## src/rtl/multicycle_ctrl.sv

```systemverilog
// Multicycle controller: FETCH/DECODE/EXEC/MEM/WB/HALT sequencing for
// add, addi, lw, sw and j, plus a sticky illegal flag and retire counter.
//
// Ports:
//   clk        rising-edge clock
//   reset      synchronous active-high reset
//   inst       instruction register value (opcode [31:26], funct [5:0])
//   mem_ack    memory completes the outstanding request this cycle
//   mem_req    memory access request
//   mem_we     request is a write
//   addr_sel   0 = PC, 1 = ALU result as memory address
//   ir_we      load instruction register from memory read data
//   pc_we      PC write enable
//   pc_src     0 = PC+4, 1 = jump target
//   reg_we     register file write enable
//   reg_dst    0 = rt, 1 = rd
//   reg_src    0 = ALU, 1 = memory
//   alu_src    0 = register, 1 = immediate
//   alu_ctrl   3'b010 = ADD, 3'b000 otherwise
//   illegal    sticky unsupported-instruction flag
//   state      current FSM state (debug)
//   instret    retired-instruction count, wraps silently
module multicycle_ctrl #(
    parameter int CNT_W = 32
) (
    input  logic             clk,
    input  logic             reset,
    input  logic [31:0]      inst,
    input  logic             mem_ack,
    output logic             mem_req,
    output logic             mem_we,
    output logic             addr_sel,
    output logic             ir_we,
    output logic             pc_we,
    output logic             pc_src,
    output logic             reg_we,
    output logic             reg_dst,
    output logic             reg_src,
    output logic             alu_src,
    output logic [2:0]       alu_ctrl,
    output logic             illegal,
    output logic [2:0]       state,
    output logic [CNT_W-1:0] instret
);

    typedef enum logic [2:0] {
        FETCH  = 3'd0,
        DECODE = 3'd1,
        EXEC   = 3'd2,
        MEM    = 3'd3,
        WB     = 3'd4,
        HALT   = 3'd5
    } state_e;

    localparam logic [2:0] ALU_ADD = 3'b010;
    localparam logic [2:0] ALU_NOP = 3'b000;

    state_e           state_q, state_d;
    logic             illegal_q, illegal_d;
    logic [CNT_W-1:0] instret_q, instret_d;

    logic [5:0] opcode;
    logic [5:0] funct;
    logic       is_add, is_addi, is_lw, is_sw, is_j;
    logic       ack;
    logic       retire;
    state_e     cur;
    logic       unused_inst;

    assign opcode      = inst[31:26];
    assign funct       = inst[5:0];
    assign unused_inst = ^inst[25:6];

    assign is_add  = (opcode == 6'b000000) && (funct == 6'b100000);
    assign is_addi = (opcode == 6'b001000);
    assign is_lw   = (opcode == 6'b100011);
    assign is_sw   = (opcode == 6'b101011);
    assign is_j    = (opcode == 6'b000010);

    // While reset is high the strobes must look like an unacknowledged
    // FETCH, whatever state the register currently holds.
    assign ack = mem_ack & ~reset;
    assign cur = reset ? FETCH : state_q;

    always_comb begin
        state_d   = state_q;
        illegal_d = illegal_q;
        retire    = 1'b0;
        mem_req   = 1'b0;
        mem_we    = 1'b0;
        addr_sel  = 1'b0;
        ir_we     = 1'b0;
        pc_we     = 1'b0;
        pc_src    = 1'b0;
        reg_we    = 1'b0;
        reg_dst   = 1'b0;
        reg_src   = 1'b0;
        alu_src   = 1'b0;
        alu_ctrl  = ALU_NOP;
        unique case (cur)
            FETCH: begin
                mem_req = 1'b1;
                if (ack) begin
                    ir_we   = 1'b1;
                    pc_we   = 1'b1;
                    state_d = DECODE;
                end
            end
            DECODE: begin
                unique case (1'b1)
                    is_j: begin
                        pc_we   = 1'b1;
                        pc_src  = 1'b1;
                        retire  = 1'b1;
                        state_d = FETCH;
                    end
                    is_add, is_addi, is_lw, is_sw: begin
                        state_d = EXEC;
                    end
                    default: begin
                        illegal_d = 1'b1;
                        state_d   = HALT;
                    end
                endcase
            end
            EXEC: begin
                alu_ctrl = ALU_ADD;
                alu_src  = ~is_add;
                state_d  = (is_lw || is_sw) ? MEM : WB;
            end
            MEM: begin
                mem_req  = 1'b1;
                addr_sel = 1'b1;
                alu_src  = 1'b1;
                alu_ctrl = ALU_ADD;
                mem_we   = is_sw;
                if (ack) begin
                    if (is_sw) begin
                        retire  = 1'b1;
                        state_d = FETCH;
                    end else begin
                        state_d = WB;
                    end
                end
            end
            WB: begin
                reg_we  = 1'b1;
                reg_dst = is_add;
                reg_src = is_lw;
                retire  = 1'b1;
                state_d = FETCH;
            end
            HALT: begin
                state_d = HALT;
            end
            default: begin
                state_d = FETCH;
            end
        endcase
    end

    assign instret_d = instret_q + CNT_W'(retire);

    always_ff @(posedge clk) begin
        if (reset) begin
            state_q   <= FETCH;
            illegal_q <= 1'b0;
            instret_q <= '0;
        end else begin
            state_q   <= state_d;
            illegal_q <= illegal_d;
            instret_q <= instret_d;
        end
    end

    assign state   = state_q;
    assign illegal = illegal_q;
    assign instret = instret_q;

endmodule
```

## config.mk

```make
export PLATFORM = sky130hd
export DESIGN_NAME = multicycle_ctrl
export DESIGN_NICKNAME = d
export VERILOG_FILES = /design/src/rtl/multicycle_ctrl.sv
export SDC_FILE = /design/constraint.sdc
export NUM_CORES = 1
export LEC_CHECK = 0
export ABC_AREA = 1
export CAP_MARGIN = 20
export CORE_UTILIZATION = 40
export DETAILED_ROUTE_END_ITERATION = 6
export GPL_TIMING_DRIVEN = 1
export PLACE_DENSITY = 0.77
export SETUP_SLACK_MARGIN = 0.15
export SLEW_MARGIN = 10
export SYNTH_ARGS = -nofsm -noshare
export SYNTH_HDL_FRONTEND = slang
export SYNTH_SLANG_ARGS = --single-unit
```

## constraint.sdc

```tcl
create_clock -name clk -period 1.9 [get_ports clk]
set_input_delay 0.19 -clock clk [delete_from_list [all_inputs] [get_ports clk]]
set_output_delay 0.19 -clock clk [all_outputs]
set_load 0.03 [all_outputs]
```

==> qor.yml <==
run_status: "finished with violations"
violations: "negative setup slack"
drc: 0
crit_chain: "inv_4, nor2_4, nand3_2, inv_2, nand2_2, o211ai_1, ha_2, buf_4, nand3_4, nor2_4, nand2_2, nor2_2, nand2_1, nand2_1, inv_1, nor2_1"
hold_slack_ps: 345
setup_slack_ps: -173
grt_antenna_before_repair: 0
max-clock-path-buffers: 2
cts_tree: "done"
cp.required_ps: 2130
cts-buffers-inserted: 5
async_flop_share_pct: 0
io_buffer_count: 61
min_path_type: "input port to flop"
p_leak_nw: 1.43
drive_above_1_share_pct: 29.2
worstSkewPairLatency_ps: 290
pre_cts_ws_ps: -630
cts.clk_slew.worst_paths_ps: 70
syn_to_final_growth_pct: 63.1
row_count: 26
drv_cap: 0
place_congestion: 0.946
cts_htree_levels: 2
ys_ff_latch: 36
cpPeakStageDelay_ps: 380
finClkSkew_ps: 8.13
coreArea_mm2: 0.00517
cts_sinks: 36
synth_top_area_share_pct: 33.2
grt_max_degree: 27
start_kind: "flop"
grt_pass1_vias: 2525
avgViaCountPerCell: 4.96
synth_area_leaders: "dfxtp_1, nand2_1, nor2_1"
wl_per_cell_um: 12.6
p_per_area_mw_per_mm2: 464
fin_crit_sh_pct: 109
worstPathArrival_ps: 2300
post-dp-hpwl_um: 4840
synth_enable_flop_cells: 0
crit_slowest_cell: "dfxtp_4"
num-nets-final: 509
dieArea_mm2: 0.00573
grt-ovfl-total: 0
vias: 2695
rsz0062_at_grt: "yes"
groute.usage.overall_pct: 25.6
ys_seq_area_share_pct: 33.2
final_max_slew_viol_count: 0
fin_crit_ps: 2070
fmax_mhz: 482
drtIter0Drc: 181
firstDrtPassIters: 4
syn_area_mm2: 0.00217
cts-root-buf: "clkbuf_8"
wirelength_um: 6860
diodes: 0
crit_fanout: 4
start_util_pct: 42.0
finalSetupViolations: 23
ant_nets: 0
crit_type: "flop to flop"
synth.most_common_cell: "nand2_1"
boundaryPins: 84
grt_pass1_wl_um: 11000
avgSynthCellArea_um2: 6.13
die_w_um: 75.7
end_kind: "flop"
synth_common_cells: "nand2_1, nor2_1, inv_1, dfxtp_1"
path_delay_family: "simple AND/OR/NAND/NOR gates"
irDropWorstVdd_mv: 0.316
synth_top_area_cell: "dfxtp_1"
hold_viol: 0
crit_buf_inv: 4
hold_buffers: 0
yosys_warnings: 0
synthDistinctLibCells: 31
dieHeight_um: 75.7
ys.flop_type: "dfxtp_1"
netlist_instances: 354
timing repair:
action / in CTS / in global routing
buffers inserted: 14 / 8
setup endpoints to repair: 32 / 32
gates resized for setup: 27 / 28
pin swaps: 21 / 23
gates cloned: 0 / 0
routing by layer:
layer	vias to the layer above	wire (um)	share of wire (%)	track usage, %
li1	1328	-	-	-
met1	1231	2630	38	28.8
met2	115	3620	53	46.9
met3	21	392	5.7	4.23
met4	0	222	3.2	12.3
met5	-	0	0	0
sequential cells by signal (all words and copies together) (netlist names):
name,count
state,3
illegal,1
instret,32
worst paths after layout:
path	from	end	slack, ps	cells after the start
worst max register to register	state[0]	instret[17]	-170	16
worst min-delay path	reset	illegal	340	2
worst min register to register	illegal	illegal	470	2
worst max-delay path	state[0]	instret[17]	-170	16
cell families after synthesis:
logic type / Yosys count / share of synthesized area, %
adder cells (fa/ha/maj): 2 / 1.15
AND/OR/NAND/NOR: 228 / 46.5
AO/OA/AOI/OAI: 29 / 7.15
buffers and inverters: 52 / 9.39
other: 1 / 0.173
flip-flops: 36 / 33.2
XOR/XNOR: 6 / 2.42
worst reg2reg max path, stage by stage, from the launching register on:
cell and delay, ps:
dfxtp_4 380, inv_4 40, nor2_4 110, nand3_2 110
inv_2 80, nand2_2 50, o211ai_1 80, ha_2 230
buf_4 120, nand3_4 120, nor2_4 200, nand2_2 110
nor2_2 110, nand2_1 50, nand2_1 70, inv_1 50
nor2_1 90
per-stage QoR:
step	total power (W)	cell area (um^2)	std cells	TNS (ps)	util [%]
final	0.00164	3540	543	-2240	68.4
after detailed placement	0.00102	3150	513	-14890	60.9
after global placement	0.00101	3150	513	-13770	60.9
after floorplan	0.000903	2270	355	-4740	-
after CTS	0.00164	3420	535	-1720	66.1
after global routing	0.00171	3540	543	-6030	68.4
report_power, final:
group | internal, W | switching, W | leakage (nW)
Combinational | 0.000126 | 0.000144 | 1.08
Sequential | 0.000764 | 0.0000109 | 0.292
Clock | 0.000331 | 0.000268 | 0.0515
Total | 0.00122 | 0.000423 | 1.43
layout make-up:
class / count / area [um^2]
Sequential cell: 36 / 732
Clock buffer: 8 / 100
Inverter: 47 / 186
Multi-Input combinational cell: 267 / 1430
Tap cell: 70 / 87.6
Timing Repair Buffer: 115 / 1000
Fill cell: 439 / 1630
layout by cell type (no fill, tap or decap), types with 3 or more instances in the layout:
cell             count
xor2_1               4
inv_1               29
buf_4               56
nor2_1              62
dfxtp_1             33
nand3_4              3
o21ai_1              4
nand3_2              3
inv_2               14
clkbuf_8             7
inv_4                4
clkbuf_2             3
nand2_2              6
nor2_2               6
buf_6                9
nor3_1               4
a21oi_1             17
clkdlybuf4s50_1     45
dfxtp_4              3
nor2_4              14
nand3b_1             7
nand3_1             15
nand2_1            101
Power figures use the tool's default switching activity.
